File: config.mk
export PLATFORM = sky130hd
export DESIGN_NAME = flappy_game_ctrl
export DESIGN_NICKNAME = d
export VERILOG_FILES = /design/src/rtl/flappy_game_ctrl.sv
export SDC_FILE = /design/constraint.sdc
export NUM_CORES = 1
export LEC_CHECK = 0
export ABC_AREA = 1
export BUFFER_PORTS_ARGS = -buffer_cell sky130_fd_sc_hd__buf_2
export CORE_MARGIN = 2
export CORE_UTILIZATION = 32
export CTS_BUF_LIST = sky130_fd_sc_hd__clkbuf_8
export DETAILED_ROUTE_END_ITERATION = 8
export PLACE_DENSITY = 0.64
export SLEW_MARGIN = 20
export SYNTH_ARGS = -nofsm -noshare
export SYNTH_HDL_FRONTEND = slang
export SYNTH_SLANG_ARGS = --single-unit
File: constraint.sdc
create_clock -name clk -period 3.3 [get_ports clk]
set_clock_uncertainty 0.2 [all_clocks]
set_input_delay 0 -clock clk [delete_from_list [all_inputs] [get_ports clk]]
set_output_delay 0 -clock clk [all_outputs]
set_load 0.01 [all_outputs]
File: src/rtl/flappy_game_ctrl.sv
// flappy_game_ctrl: bird physics, IDLE/PLAYING/DEAD sequencing and BCD score.
// Ports: clk, reset (async high), start_button, flap_button, hCount, vCount,
//   bright, bird_opaque, pipe_pixel, pipe_pass -> bird_y, pipe_run_en,
//   pipe_reset, state, score.
module flappy_game_ctrl #(
    parameter int BIRD_Y0  = 220,
    parameter int Y_MIN    = 35,
    parameter int Y_MAX    = 498,
    parameter int V_TICK   = 515,
    parameter int GRAVITY  = 1,
    parameter int FLAP_V   = 6,
    parameter int MAX_FALL = 8
) (
    input  logic        clk,
    input  logic        reset,
    input  logic        start_button,
    input  logic        flap_button,
    input  logic [9:0]  hCount,
    input  logic [9:0]  vCount,
    input  logic        bright,
    input  logic        bird_opaque,
    input  logic        pipe_pixel,
    input  logic        pipe_pass,
    output logic [9:0]  bird_y,
    output logic        pipe_run_en,
    output logic        pipe_reset,
    output logic [1:0]  state,
    output logic [15:0] score
);

    typedef enum logic [1:0] {
        IDLE    = 2'b00,
        PLAYING = 2'b01,
        DEAD    = 2'b10
    } state_t;

    localparam logic signed [7:0]  MAXF_S  = 8'(MAX_FALL);
    localparam logic signed [7:0]  FLAPV_S = 8'(-FLAP_V);
    localparam logic signed [7:0]  GRAV_S  = 8'(GRAVITY);
    localparam logic signed [10:0] YMIN_S  = 11'(Y_MIN);
    localparam logic signed [10:0] YMAX_S  = 11'(Y_MAX);

    state_t             state_q, state_d;
    logic [9:0]         bird_y_q, bird_y_d;
    logic signed [7:0]  vel_q, vel_d;
    logic [15:0]        score_q, score_d;
    logic               flap_q, flap_d;
    logic               hit_q, hit_d;
    logic               prst_q, prst_d;
    logic               tick_q;
    // [0]/[1] synchronizer, [2] previous synchronized level
    logic [2:0]         start_sync_q, flap_sync_q;
    logic               start_edge_q, flap_edge_q;

    logic signed [7:0]  vel_sum, vel_new;
    logic signed [10:0] y_next;

    function automatic logic [15:0] bcd_inc(input logic [15:0] v);
        logic [15:0] r;
        logic        c;
        r = v;
        c = 1'b1;
        if (v != 16'h9999) begin
            for (int i = 0; i < 4; i++) begin
                if (c) begin
                    if (r[i*4 +: 4] == 4'd9) begin
                        r[i*4 +: 4] = 4'd0;
                    end else begin
                        r[i*4 +: 4] = r[i*4 +: 4] + 4'd1;
                        c = 1'b0;
                    end
                end
            end
        end
        return r;
    endfunction

    assign vel_sum = vel_q + GRAV_S;
    assign vel_new = flap_q ? FLAPV_S :
                     (vel_sum > MAXF_S) ? MAXF_S : vel_sum;
    assign y_next  = $signed({1'b0, bird_y_q}) +
                     $signed({{3{vel_new[7]}}, vel_new});

    always_ff @(posedge clk or posedge reset) begin
        if (reset) begin
            start_sync_q <= '0;
            flap_sync_q  <= '0;
            start_edge_q <= 1'b0;
            flap_edge_q  <= 1'b0;
            tick_q       <= 1'b0;
        end else begin
            start_sync_q <= {start_sync_q[1:0], start_button};
            flap_sync_q  <= {flap_sync_q[1:0], flap_button};
            start_edge_q <= start_sync_q[1] & ~start_sync_q[2];
            flap_edge_q  <= flap_sync_q[1] & ~flap_sync_q[2];
            tick_q       <= (hCount == 10'd0) && (vCount == 10'(V_TICK));
        end
    end

    always_ff @(posedge clk or posedge reset) begin
        if (reset) begin
            state_q  <= IDLE;
            bird_y_q <= 10'(BIRD_Y0);
            vel_q    <= '0;
            score_q  <= '0;
            flap_q   <= 1'b0;
            hit_q    <= 1'b0;
            prst_q   <= 1'b0;
        end else begin
            state_q  <= state_d;
            bird_y_q <= bird_y_d;
            vel_q    <= vel_d;
            score_q  <= score_d;
            flap_q   <= flap_d;
            hit_q    <= hit_d;
            prst_q   <= prst_d;
        end
    end

    always_comb begin
        state_d  = state_q;
        bird_y_d = bird_y_q;
        vel_d    = vel_q;
        score_d  = score_q;
        flap_d   = flap_q;
        hit_d    = hit_q;
        prst_d   = 1'b0;
        unique case (state_q)
            IDLE: begin
                bird_y_d = 10'(BIRD_Y0);
                vel_d    = '0;
                score_d  = '0;
                flap_d   = 1'b0;
                hit_d    = 1'b0;
                if (start_edge_q) state_d = PLAYING;
            end
            PLAYING: begin
                if (pipe_pass) score_d = bcd_inc(score_q);
                // Clear first so a latch in the tick cycle carries forward
                if (tick_q) begin
                    flap_d = 1'b0;
                    hit_d  = 1'b0;
                end
                if (flap_edge_q) flap_d = 1'b1;
                if (bright && bird_opaque && pipe_pixel) hit_d = 1'b1;
                if (tick_q) begin
                    if (hit_q) begin
                        state_d = DEAD;
                    end else if (y_next <= YMIN_S) begin
                        bird_y_d = 10'(Y_MIN);
                        vel_d    = '0;
                    end else if (y_next >= YMAX_S) begin
                        bird_y_d = 10'(Y_MAX);
                        vel_d    = vel_new;
                        state_d  = DEAD;
                    end else begin
                        bird_y_d = y_next[9:0];
                        vel_d    = vel_new;
                    end
                end
            end
            DEAD: begin
                flap_d = 1'b0;
                hit_d  = 1'b0;
                if (start_edge_q) begin
                    state_d = IDLE;
                    prst_d  = 1'b1;
                    score_d = '0;
                end
            end
            default: state_d = IDLE;
        endcase
    end

    assign bird_y      = bird_y_q;
    assign pipe_run_en = (state_q == PLAYING);
    assign pipe_reset  = prst_q;
    assign state       = state_q;
    assign score       = score_q;

endmodule

==> run_results.csv <==
group,metric,value,unit
routing,drc,0,
routing,firstDrtPassIters,4,
clock_network,htree_levels,2,
power,power.density_cell_area,713,nW/um2
setup_path,ff2ff_setup_slack,-280,ps
setup_path,critPathCaptureType,"register",
power,pwr-share-comb,60.6,%
grt,number_of_global_route_vias_before_repair,3020,
yosys,netlist_instances,400,
setup_path,critPathTopFamily,"simple AND/OR/NAND/NOR gates",
power,max-vdd-ir-drop,0.000374,V
yosys,syn-num-nets,448,
cells_and_area,area_growth_from_synthesis_to_final_layout,40.6,%
setup_path,critPathArrivalTime,3620,ps
routing,post_detailed_route_via_to_cell_ratio,4.69,
yosys,avgSynthCellArea,7.67,um2
cells_and_area,num-fill-cells,938,
setup_path,timing_worst_setup_path_type,"reg -> reg",
place,dp_cells,605,
sta,fin_hold_ws,131,ps
min_path,hold_end,"score[1]",
sta,fin_crit,3580,ps
sta,layout_worst_path_cycle_share,108,%
sta,unrepaired_setup_endpoints_after_global_routing,"yes",
run_status,violated_checks,"negative setup slack",
grt,maximum_number_of_pins_on_one_net_before_global_route_repair,49,
setup_path,slowest_stage,"dfrtp_1",
sta,final-setup-viol-count,19,
die,initial_utilization,33.0,%
cells_and_area,drive_gt1_share,40.2,%
die,num_io_pins,58,
routing,drt_iter0_markers,154,
cells_and_area,final_core_density,46.4,%
sta,report.final.hold_viol_count,0,
routing,antenna_violating_nets_post_route,0,
yosys,yosys.cell_count.top_type,"nand2_1",
setup_path,start_kind,"register",
sta,worst_pin_slew,834,ps
yosys,post-synth-top-area-cell,"dfrtp_1",
clock_network,clock-sinks,48,
grt,grt_first_pass_wirelength,13.4,mm
setup_path,reg2reg_depth,25,
yosys,share_of_synthesized_area_occupied_by_flip_flops_and_latches,39.4,%
cells_and_area,final_cells,639,
clock_network,cts_root_buffer,"clkbuf_8",
yosys,synth_enable_flop_cells,0,
yosys,synth-seq-cells,48,
clock_network,clk_pin_slew_worst_paths,100,ps
yosys,syn_area,3070,um2
cells_and_area,finalInstanceArea,4310,um2
sta,max-slew-margin-rel,44.3,%
sta,fmaxAchievable,0.280,GHz
min_path,hold_path.startpoint,"pipe_pass",
yosys,yosys_warnings,0,
routing,wirelength,8.16,mm
place,numPortBuffers,57,
sta,report.final.slew_viol_count,0,
clock_network,cts_buffer_depth,2,
place,globalplace.congestion,0.899,
grt,grt_use_total,16.0,%
power,share_clk_of_total_power,13.9,%
setup_path,critPathMostFrequentCell,"nand2_2",
yosys,yosys_most_used_dff,"dfrtp_1",
yosys,netlist.area_leader.share,35.1,%
routing,detailroute.via_count,2998,
setup_path,cp.required,3340,ps
place,post-place-ws,-430,ps
power,share_of_total_power_in_sequential_cells,25.5,%
yosys,yosys-top-cells-area,"dfrtp_1 35%, nand2_1 10%, inv_1 9.2%",
power,net-switching-power,1.39,mW
min_path,min_path_type,"in -> reg",
power,switching_share,45.3,%
cells_and_area,layout_net_count,557,
setup_path,critical_path.reg2reg.startpoint,"vel_q[0]",
clock_network,cts_made_buffers,5,
sta,layout_setup_ws,-278,ps
yosys,async_flop_share,100,%
yosys,synth_common_cells,"85 x nand2_1, 75 x inv_1, 43 x dfrtp_1",
setup_path,worst-path-buf-inv,5,
run,maxCapViolations,0,
clock_network,worstSkewPairLatency,300,ps
clock_network,tritoncts,"yes",
setup_path,worst_path_largest_cell_delay,390,ps
power,power.static_leakage,2.27,nW
die,die_footprint,10400,um2
die,dieHeight,102,um
power,finalPower,3.07,mW
place,placedInstanceArea,3700,um2
grt,grt_overflow,0,
yosys,synth.lib_cells_used.distinct,35,
setup_path,worstPathMaxFanout,6,
grt,initial_antenna_violation_count,0,
run_status,outcome,"complete, but fails checks",
routing,drt-wirelength-per-cell,12.8,um
die,placeableCoreArea,9280,um2
die,fp-row-count,35,
setup_path,timing.rr.end,"bird_y[4]",
die,die_width,102,um
place,dpl.hpwl,5.81,mm
sta,finalSetupTns,-3950,ps
cells_and_area,num_antenna_cells,0,
min_path,whs_path_depth,6,
power,cell_internal_power,1.68,mW
==> kinds of logic after synthesis <==
kind of cell / Yosys count / synth area share (%)
buffers and inverters: 83 / 10.3
and+or+nand+nor: 187 / 28.4
DFF: 48 / 39.4
adders and majority gates: 20 / 8.40
AOI/OAI and AO/OA: 56 / 11.6
xor gates and xnor gates: 6 / 1.96
==> worst max path at each step <==
stage	startpoint	end	cells past startpoint
2_1_floorplan	vel_q[0]	vel_q[4]	26
3_3_place_gp	vel_q[0]	vel_q[0]	24
3_5_place_dp	vel_q[0]	vel_q[0]	26
4_1_cts	vel_q[0]	vel_q[4]	24
5_1_grt	vel_q[0]	bird_y[1]	25
6_report	vel_q[0]	bird_y[4]	25
==> power by group through the flow <==
stage / combinational (mW) / clock [mW] / sequential, mW
6_report: 1.86 / 0.428 / 0.784
5_1_grt: 2.07 / 0.473 / 0.801
4_1_cts: 1.68 / 0.444 / 0.783
3_5_place_dp: 1.42 / 0 / 0.790
3_3_place_gp: 1.40 / 0 / 0.786
2_1_floorplan: 0.933 / 0 / 0.803
==> registers in the layout, indices dropped and copies added, names as in the netlist <==
register,count
tick_q,1
score,16
flap_edge_q,1
vel_q,8
state,2
start_sync_q,3
flap_q,1
flap_sync_q,3
bird_y,10
hit_q,1
start_edge_q,1
pipe_reset,1
==> layout by cell type (no fill, tap or decap), drive strengths merged <==
cell         netlist  final
nand4              6      6
nor4               4      4
o21a               3      3
bufinv             0      1
xor2               6      6
nor3               9      9
clkinv             0      2
o21ai             18     18
and3               1      1
dfrtp             43     43
buf                3     94
clkinvlp           0      1
fa                 1      1
o22ai              8      8
nand3             37     37
inv               80     79
a21oi             24     24
nand2             89     90
clkbuf             0      5
dlygate4sd3        0      9
o211ai             1      1
nand3b             3      3
or2                1      1
o31ai              2      2
nor3b              3      3
dfstp              5      5
nor2              34     35
ha                19     19
==> worst min-delay path: cells and delay by family <==
kind / cells / cell delay, ps
simple gates: 2 / 260
buf+inv: 1 / 90
compound gates: 3 / 240
==> area by class of cell <==
cell class | count | area [um2] | share of cell area, %
multi-input cells | 271 | 1870 | 43.5
flip-flops and latches | 48 | 1210 | 28.0
clock inverters | 3 | 42.5 | 0.987
well taps | 129 | 161 | 3.74
repair buffers | 103 | 653 | 15.1
clock buffers | 5 | 68.8 | 1.60
inverters | 80 | 304 | 7.05
==> routing by layer <==
layer / part of all wire [%] / up-vias / global-route usage, %
li1: - / 1507 / -
met1: 44 / 1404 / 20.5
met2: 50 / 69 / 27.9
met3: 3.9 / 18 / 2.19
met4: 1.8 / 0 / 5.13
met5: 0 / - / 0
==> repair_timing <==
action | CTS | global route
setup endpoints to repair | 19 | 19
setup buffers | 7 | 8
cloned | 2 | 0
pin swaps | 19 | 24
gates resized for setup | 40 | 35
endpoints found under the hold margin | 47 | 0
hold buffers | 9 | 0
Note: power is estimated with default switching activity, not from simulation.
